--- src/rtl/gsensor_sequencer_pkg.sv ---
// Shared SPI parameter header for the G-sensor sequencer: field widths, register
// addresses, command words and FSM state encoding.
package gsensor_sequencer_pkg;

  localparam int unsigned SI_DataL = 15;
  localparam int unsigned SO_DataL = 7;

  localparam logic [5:0] RegDataFormat = 6'h31;
  localparam logic [5:0] RegBwRate     = 6'h2C;
  localparam logic [5:0] RegPowerCtl   = 6'h2D;
  localparam logic [5:0] RegDataX0     = 6'h32;

  // {R/W, MB, addr[5:0], data[7:0]}
  localparam logic [SI_DataL:0] InitDataFormat = {1'b0, 1'b0, RegDataFormat, 8'h40};
  localparam logic [SI_DataL:0] InitBwRate     = {1'b0, 1'b0, RegBwRate, 8'h09};
  localparam logic [SI_DataL:0] InitPowerCtl   = {1'b0, 1'b0, RegPowerCtl, 8'h08};

  typedef enum logic [2:0] {
    INIT_XFER,
    INIT_GAP,
    WAIT,
    RD_XFER,
    RD_GAP,
    PUBLISH
  } seqState_e;

  // Single-byte read of data register DATAX0 + idx.
  function automatic logic [SI_DataL:0] readCmd(input logic [2:0] idx);
    readCmd = {1'b1, 1'b0, RegDataX0 + {3'b000, idx}, 8'h00};
  endfunction

endpackage

--- src/rtl/gsensor_sequencer_if.sv ---
// SPI shifter handshake between the sequencer (master) and the shifter (slave).
interface gsensor_sequencer_if;
  import gsensor_sequencer_pkg::*;

  logic                oSPI_GO;
  logic [SI_DataL:0]   oP2S_DATA;
  logic                iSPI_END;
  logic [SO_DataL:0]   iS2P_DATA;

  modport master (output oSPI_GO, output oP2S_DATA, input iSPI_END, input iS2P_DATA);
  modport slave  (input oSPI_GO, input oP2S_DATA, output iSPI_END, output iS2P_DATA);
endinterface

--- src/rtl/gsensor_init_rom.sv ---
// Init write table: three configuration words indexed 0..2, combinational.
module gsensor_init_rom
  import gsensor_sequencer_pkg::*;
(
  input  logic [1:0]        iIDX,
  output logic [SI_DataL:0] oWORD
);

  always_comb begin
    oWORD = '0;
    case (iIDX)
      2'd0:    oWORD = InitDataFormat;
      2'd1:    oWORD = InitBwRate;
      2'd2:    oWORD = InitPowerCtl;
      default: oWORD = '0;
    endcase
  end

endmodule

--- src/rtl/gsensor_sequencer.sv ---
// Sequences the accelerometer init writes, then periodic 6-byte X/Y/Z read bursts
// over the SPI shifter, with per-transfer timeout.
module gsensor_sequencer
  import gsensor_sequencer_pkg::*;
#(
  parameter int unsigned GAP_CYCLES = 8,
  parameter int unsigned SAMPLE_DIV = 20000,
  parameter int unsigned TIMEOUT    = 31
) (
  input  logic                      iSPI_CLK,
  input  logic                      iRSTN,
  input  logic                      iEN,
  gsensor_sequencer_if.master       spi,
  output logic                      oINIT_DONE,
  output logic [15:0]               oDATA_X,
  output logic [15:0]               oDATA_Y,
  output logic [15:0]               oDATA_Z,
  output logic                      oDATA_VALID,
  output logic                      oERR
);

  localparam int unsigned GapW = $clog2(GAP_CYCLES + 1);
  localparam int unsigned ToW  = $clog2(TIMEOUT + 1);
  localparam int unsigned DivW = (SAMPLE_DIV > 1) ? $clog2(SAMPLE_DIV) : 1;

  localparam logic [GapW-1:0] GapLast = GapW'(GAP_CYCLES - 1);
  localparam logic [ToW-1:0]  ToLast  = ToW'(TIMEOUT - 1);
  localparam logic [DivW-1:0] DivLast = DivW'(SAMPLE_DIV - 1);

  seqState_e         state;
  logic [2:0]        idx;
  logic [GapW-1:0]   gapCnt;
  logic [ToW-1:0]    toCnt;
  logic [DivW-1:0]   divCnt;
  logic              armed;
  logic              abort;
  logic [5:0][7:0]   rdBytes;
  logic [1:0]        romIdx;
  logic [SI_DataL:0] romWord;
  logic              sampleTick;

  // Leaving INIT_GAP normally needs the next word; a retry reuses the current one.
  assign romIdx     = (state == INIT_GAP && !abort) ? idx[1:0] + 2'd1 : idx[1:0];
  assign sampleTick = oINIT_DONE && iEN && (divCnt == DivLast);

  gsensor_init_rom u_init_rom (
    .iIDX  (romIdx),
    .oWORD (romWord)
  );

  always_ff @(posedge iSPI_CLK) begin
    if (!iRSTN) begin
      state         <= INIT_XFER;
      idx           <= '0;
      gapCnt        <= '0;
      toCnt         <= '0;
      divCnt        <= '0;
      armed         <= 1'b0;
      abort         <= 1'b0;
      rdBytes       <= '0;
      spi.oSPI_GO   <= 1'b0;
      spi.oP2S_DATA <= '0;
      oINIT_DONE    <= 1'b0;
      oDATA_X       <= '0;
      oDATA_Y       <= '0;
      oDATA_Z       <= '0;
      oDATA_VALID   <= 1'b0;
      oERR          <= 1'b0;
    end else begin
      oDATA_VALID <= 1'b0;
      if (oINIT_DONE) divCnt <= (divCnt == DivLast) ? '0 : divCnt + DivW'(1);
      // Ticks outside WAIT belong to a running burst and are dropped.
      armed <= armed | (sampleTick && state == WAIT);

      case (state)
        INIT_XFER, RD_XFER: begin
          if (!spi.oSPI_GO) begin
            // Only reachable on the first cycle after reset.
            spi.oSPI_GO   <= 1'b1;
            spi.oP2S_DATA <= (state == INIT_XFER) ? romWord : readCmd(idx);
            toCnt         <= '0;
          end else if (spi.iSPI_END || toCnt == ToLast) begin
            spi.oSPI_GO <= 1'b0;
            gapCnt      <= '0;
            abort       <= !spi.iSPI_END;
            if (!spi.iSPI_END) oERR <= 1'b1;
            state       <= (state == INIT_XFER) ? INIT_GAP : RD_GAP;
          end else begin
            toCnt <= toCnt + ToW'(1);
          end
        end

        INIT_GAP, RD_GAP: begin
          if (state == RD_GAP && gapCnt == '0 && !abort) rdBytes[idx] <= spi.iS2P_DATA;
          gapCnt <= gapCnt + GapW'(1);
          if (gapCnt == GapLast) begin
            abort <= 1'b0;
            toCnt <= '0;
            if (state == INIT_GAP) begin
              if (!abort && idx == 3'd2) begin
                oINIT_DONE <= 1'b1;
                state      <= WAIT;
              end else begin
                if (!abort) idx <= idx + 3'd1;
                spi.oSPI_GO   <= 1'b1;
                spi.oP2S_DATA <= romWord;
                state         <= INIT_XFER;
              end
            end else if (abort) begin
              state <= WAIT;
            end else if (idx == 3'd5) begin
              state <= PUBLISH;
            end else begin
              idx           <= idx + 3'd1;
              spi.oSPI_GO   <= 1'b1;
              spi.oP2S_DATA <= readCmd(idx + 3'd1);
              state         <= RD_XFER;
            end
          end
        end

        WAIT: begin
          if (armed) begin
            armed         <= 1'b0;
            idx           <= '0;
            toCnt         <= '0;
            spi.oSPI_GO   <= 1'b1;
            spi.oP2S_DATA <= readCmd(3'd0);
            state         <= RD_XFER;
          end
        end

        PUBLISH: begin
          oDATA_X     <= {rdBytes[1], rdBytes[0]};
          oDATA_Y     <= {rdBytes[3], rdBytes[2]};
          oDATA_Z     <= {rdBytes[5], rdBytes[4]};
          oDATA_VALID <= 1'b1;
          state       <= WAIT;
        end

        default: state <= INIT_XFER;
      endcase
    end
  end

endmodule

--- src/flat_wrapper.sv ---
// flat-port wrapper written by rule: the top's interface ports become plain ports
module gsensor_sequencer_flat import gsensor_sequencer_pkg::*;
#(
  parameter int unsigned GAP_CYCLES = 8,
  parameter int unsigned SAMPLE_DIV = 20000,
  parameter int unsigned TIMEOUT    = 31
)
  (iSPI_CLK, iRSTN, iEN, oINIT_DONE, oDATA_X, oDATA_Y, oDATA_Z, oDATA_VALID, oERR, spi_oSPI_GO, spi_oP2S_DATA, spi_iSPI_END, spi_iS2P_DATA);
  gsensor_sequencer_if spi_i ();
  input  logic iSPI_CLK;
  input  logic iRSTN;
  input  logic iEN;
  output logic oINIT_DONE;
  output logic [15:0] oDATA_X;
  output logic [15:0] oDATA_Y;
  output logic [15:0] oDATA_Z;
  output logic oDATA_VALID;
  output logic oERR;
  output wire logic [$bits(spi_i.oSPI_GO)-1:0] spi_oSPI_GO;
  output wire logic [$bits(spi_i.oP2S_DATA)-1:0] spi_oP2S_DATA;
  input wire logic [$bits(spi_i.iSPI_END)-1:0] spi_iSPI_END;
  input wire logic [$bits(spi_i.iS2P_DATA)-1:0] spi_iS2P_DATA;
  assign spi_oSPI_GO = spi_i.oSPI_GO;
  assign spi_oP2S_DATA = spi_i.oP2S_DATA;
  assign spi_i.iSPI_END = spi_iSPI_END;
  assign spi_i.iS2P_DATA = spi_iS2P_DATA;
  gsensor_sequencer #(.GAP_CYCLES(GAP_CYCLES), .SAMPLE_DIV(SAMPLE_DIV), .TIMEOUT(TIMEOUT)) u_core (.iSPI_CLK(iSPI_CLK), .iRSTN(iRSTN), .iEN(iEN), .spi(spi_i), .oINIT_DONE(oINIT_DONE), .oDATA_X(oDATA_X), .oDATA_Y(oDATA_Y), .oDATA_Z(oDATA_Z), .oDATA_VALID(oDATA_VALID), .oERR(oERR));
endmodule
--- config.mk ---
export PLATFORM = sky130hd
export DESIGN_NAME = gsensor_sequencer_flat
export DESIGN_NICKNAME = d
export VERILOG_FILES = /design/src/rtl/gsensor_sequencer_pkg.sv /design/src/rtl/gsensor_sequencer_if.sv /design/src/rtl/gsensor_init_rom.sv /design/src/rtl/gsensor_sequencer.sv /design/src/flat_wrapper.sv
export SDC_FILE = /design/constraint.sdc
export NUM_CORES = 1
export LEC_CHECK = 0
export CORE_MARGIN = 3
export CORE_UTILIZATION = 30
export DETAILED_ROUTE_END_ITERATION = 8
export SETUP_SLACK_MARGIN = 0.4
export SYNTH_ARGS = -nofsm -noshare
export SYNTH_HDL_FRONTEND = slang
export SYNTH_SLANG_ARGS = --single-unit
--- constraint.sdc ---
create_clock -name iSPI_CLK -period 2.2 [get_ports iSPI_CLK]
set_input_delay 0.22 -clock iSPI_CLK [delete_from_list [all_inputs] [get_ports iSPI_CLK]]
set_output_delay 0.22 -clock iSPI_CLK [all_outputs]
set_load 0.02 [all_outputs]
==> impl_metrics.json <==
{
  "status": "complete, no violations",
  "cpLargestDelayFamily": "compound AO/OA/AOI/OAI gates",
  "cts_hold_buf": 0,
  "wl_met2_um": 7424,
  "antenna_found_initial": 0,
  "finClkSkew_ps": 8.701,
  "cp-startpoint": "u_core.gapCnt[0]",
  "hpwl_um": 10050,
  "row_count": 52,
  "start_util": 0.3075,
  "intPower_uw": 4473,
  "yosysTopAreaCellShare": 0.4525,
  "p_comb_frac": 0.091,
  "p_switching_uw": 1514,
  "cap_violations": 0,
  "endpoint": "u_core.toCnt[1]",
  "netlist_area_um2": 6282,
  "clk_root_buffer_cell": "clkbuf_16",
  "path_clk_slew_ps": 60,
  "fmax_mhz": 576.1,
  "yosys_warnings": 0,
  "min_period_ps": 1736,
  "antenna_cells": 0,
  "worst_pin_slew_ps": 563.3,
  "cpPeakStageDelay_ps": 320,
  "p_leak_uw": 0.002915,
  "slowest_stage": "dfxtp_2",
  "route.detailed.wl_per_inst_um": 14.47,
  "top_layer": "met4",
  "finalMaxSlewViolations": 0,
  "synth_area_leaders": "dfxtp_1 (45%), nand2_1 (11%), a21boi_1 (8.2%)",
  "cp.required_ps": 2540,
  "io_pins": 80,
  "layout_commonest_cell": "nand2_1",
  "r2r_cells": 6,
  "r2r-start": "u_core.gapCnt[0]",
  "reg2reg_slack_ps": 460,
  "ctsHtreeMaxLevel": 4,
  "rr_endpoint": "u_core.toCnt[1]",
  "routabilityCongestion": 0.8201,
  "path_depth": 6,
  "ant_nets": 0,
  "p_sw_frac": 0.2529,
  "grt_pass1_wl_um": 25140,
  "setup_slack_ps": 464.1,
  "synth_cell_types": 54,
  "syn-mean-instance-area_um2": 8.376,
  "io_buffers": 73,
  "cts_made_buffers": 17,
  "syn_to_final_growth_pct": 30.69,
  "drc": 0,
  "dr_wl_met3_um": 668,
  "setup.worst_path.start_class": "flop",
  "rsz0062_at_grt": "yes",
  "path_buf_inv": 0,
  "drive_above_1_share": 0.1355,
  "drt_first_iter_violations": 218,
  "path_max_fanout": 4,
  "worst-setup-path-type": "reg2reg",
  "ys_seq_elements": 142,
  "wl_um": 15970,
  "die_y_um": 150.7,
  "coreArea_um2": 20430,
  "syn_inst": 750,
  "clk_latency_ps": 420,
  "finalSetupViolCount": 0,
  "fp.dieW_um": 150.7,
  "cts_tree": "done",
  "slew_headroom": 0.6192,
  "grt_start_max_net_pins": 63,
  "yosysTopAreaCell": "dfxtp_1",
  "peakVddDrop_v": 0.0005479,
  "vias": 5329,
  "synth_edf_count": 0,
  "pre_cts_ws_ps": 217.5,
  "clockBufferDepth": 2,
  "pwr-share-clk": 0.466,
  "clock_sinks": 142,
  "viasPerCell": 4.827,
  "fin_nets": 849,
  "cp_data_arrival_time_ps": 2080,
  "end_kind": "flop",
  "final_cell_mix": "nand2_1 (171), dfxtp_1 (132), nand3_1 (72)",
  "wl_met1_um": 7740,
  "seqPwrFrac": 0.443,
  "dieArea_um2": 22710,
  "fin_setup_tns_ps": 0,
  "grt-ovfl-total": 0,
  "period_share": 0.7890,
  "seq_area_frac_synth": 0.4525,
  "ys_async_sr_fraction": 0,
  "synth_ff_type": "dfxtp_1",
  "firstDrtPassIters": 5,
  "worstPathCellList": "ha_2, and3b_2, o211a_1, a211o_1, a21oi_2, mux2i_1",
  "finalHoldViolations": 0,
  "grt_util_all_layers": 0.1392,
  "grt_pass1_vias": 4873,
  "p_per_area_nw_per_um2": 729.2,
  "hold_path.class": "in2reg"
}
==> final cells by class <==
type | count | area (um^2)
clock buffers | 19 | 442.9
clock inverters | 13 | 127.6
fillers | 2114 | 12220
inverters | 12 | 45.04
multi-input cells | 544 | 3334
flip-flops and latches | 142 | 2860
well taps | 270 | 337.8
repair buffers | 104 | 1062
==> cells in the mapped netlist (2+ instances only) <==
| master | count |
|---|---|
| nand2_1 | 178 |
| dfxtp_1 | 142 |
| nand3_1 | 72 |
| a21boi_1 | 69 |
| a21boi_0 | 30 |
| clkbuf_1 | 30 |
| nor2_1 | 30 |
| buf_2 | 16 |
| ha_1 | 16 |
| and3_1 | 15 |
| xor2_1 | 13 |
| a21oi_1 | 12 |
| a31oi_1 | 10 |
| inv_1 | 10 |
| nand2b_1 | 9 |
| o21ai_0 | 9 |
| o21ai_1 | 9 |
| buf_4 | 8 |
| nand4_1 | 8 |
| xnor2_1 | 7 |
| and2_1 | 4 |
| mux2i_1 | 4 |
| nand3b_1 | 4 |
| o31ai_1 | 4 |
| buf_6 | 3 |
| nor2b_1 | 3 |
| o21a_1 | 3 |
| inv_2 | 2 |
| nor4b_1 | 2 |
| o211a_1 | 2 |
| o211ai_1 | 2 |
| o2bb2ai_1 | 2 |
==> power groups by stage <==
stage          sequential (uW)  combinational, uW  clock (uW)
2_1_floorplan             2730                280           0
3_3_place_gp              2710                462           0
6_report                  2650                545        2790
5_1_grt                   2660                598        2980
3_5_place_dp              2710                462           0
4_1_cts                   2650                493        2860
==> sequential cells by signal, indices dropped and copies added, names as in the netlist <==
name and flops:
u_core.state 3, u_core.gapCnt 4, u_core.spi.oSPI_GO 1, u_core.oDATA_VALID 1, u_core.idx 3, u_core.armed 1
u_core.spi.oP2S_DATA 10, u_core.oDATA_X 16, u_core.divCnt 15, u_core.toCnt 5, u_core.oDATA_Z 16, u_core.oINIT_DONE 1
u_core.oDATA_Y 16, u_core.abort 1, u_core.rdBytes 48, u_core.oERR 1
==> cell families after synthesis <==
logic type               Yosys count  share of synthesized area
AO/OA/AOI/OAI                    164                     0.1874
XOR/XNOR                          20                    0.02788
adder cells (fa/ha/maj)           16                    0.03187
buffers and inverters             69                    0.05278
flip-flops                       142                     0.4525
multiplexers                       4                   0.006373
other                              1                  0.0005969
AND/OR/NAND/NOR                  334                     0.2406
==> metrics by stage <==
stage / cells / power, uW / hold WS [ps] / area, um^2 / util
detailed placement: 1060 / 3168 / 444.4 / 7287 / 0.3567
floorplan: 755 / 3014 / 366.4 / 6315 / -
finish: 1104 / 5987 / 194.1 / 8210 / 0.4019
global placement: 1060 / 3170 / 441.1 / 7287 / 0.3567
CTS: 1095 / 6009 / 165.2 / 7959 / 0.3896
global route: 1104 / 6237 / 190.8 / 8210 / 0.4019
==> layer usage <==
metal	up-vias	global-route usage
met3	13	0.03703
met1	2512	0.1909
met2	112	0.2180
met5	-	0
met4	0	0.03581
li1	2692	-
==> how the worst min path moves through the flow <==
stage	from	to	slack, ps	depth (start not counted)
global route	iRSTN	u_core.oERR	190	2
floorplan	spi_iS2P_DATA[0]	u_core.rdBytes[0]	370	2
CTS	iRSTN	u_core.abort	170	2
global placement	u_core.rdBytes[3]	u_core.oDATA_X[3]	440	2
detailed placement	u_core.rdBytes[3]	u_core.oDATA_X[3]	440	2
finish	iRSTN	u_core.abort	190	2
==> timing repair <==
action | CTS | global route
pin swaps | 5 | 11
setup buffers | 2 | 7
gates resized for setup | 27 | 39
cloned | 1 | 2
endpoints found under the setup margin | 80 | 105
Power figures use the tool's default switching activity.
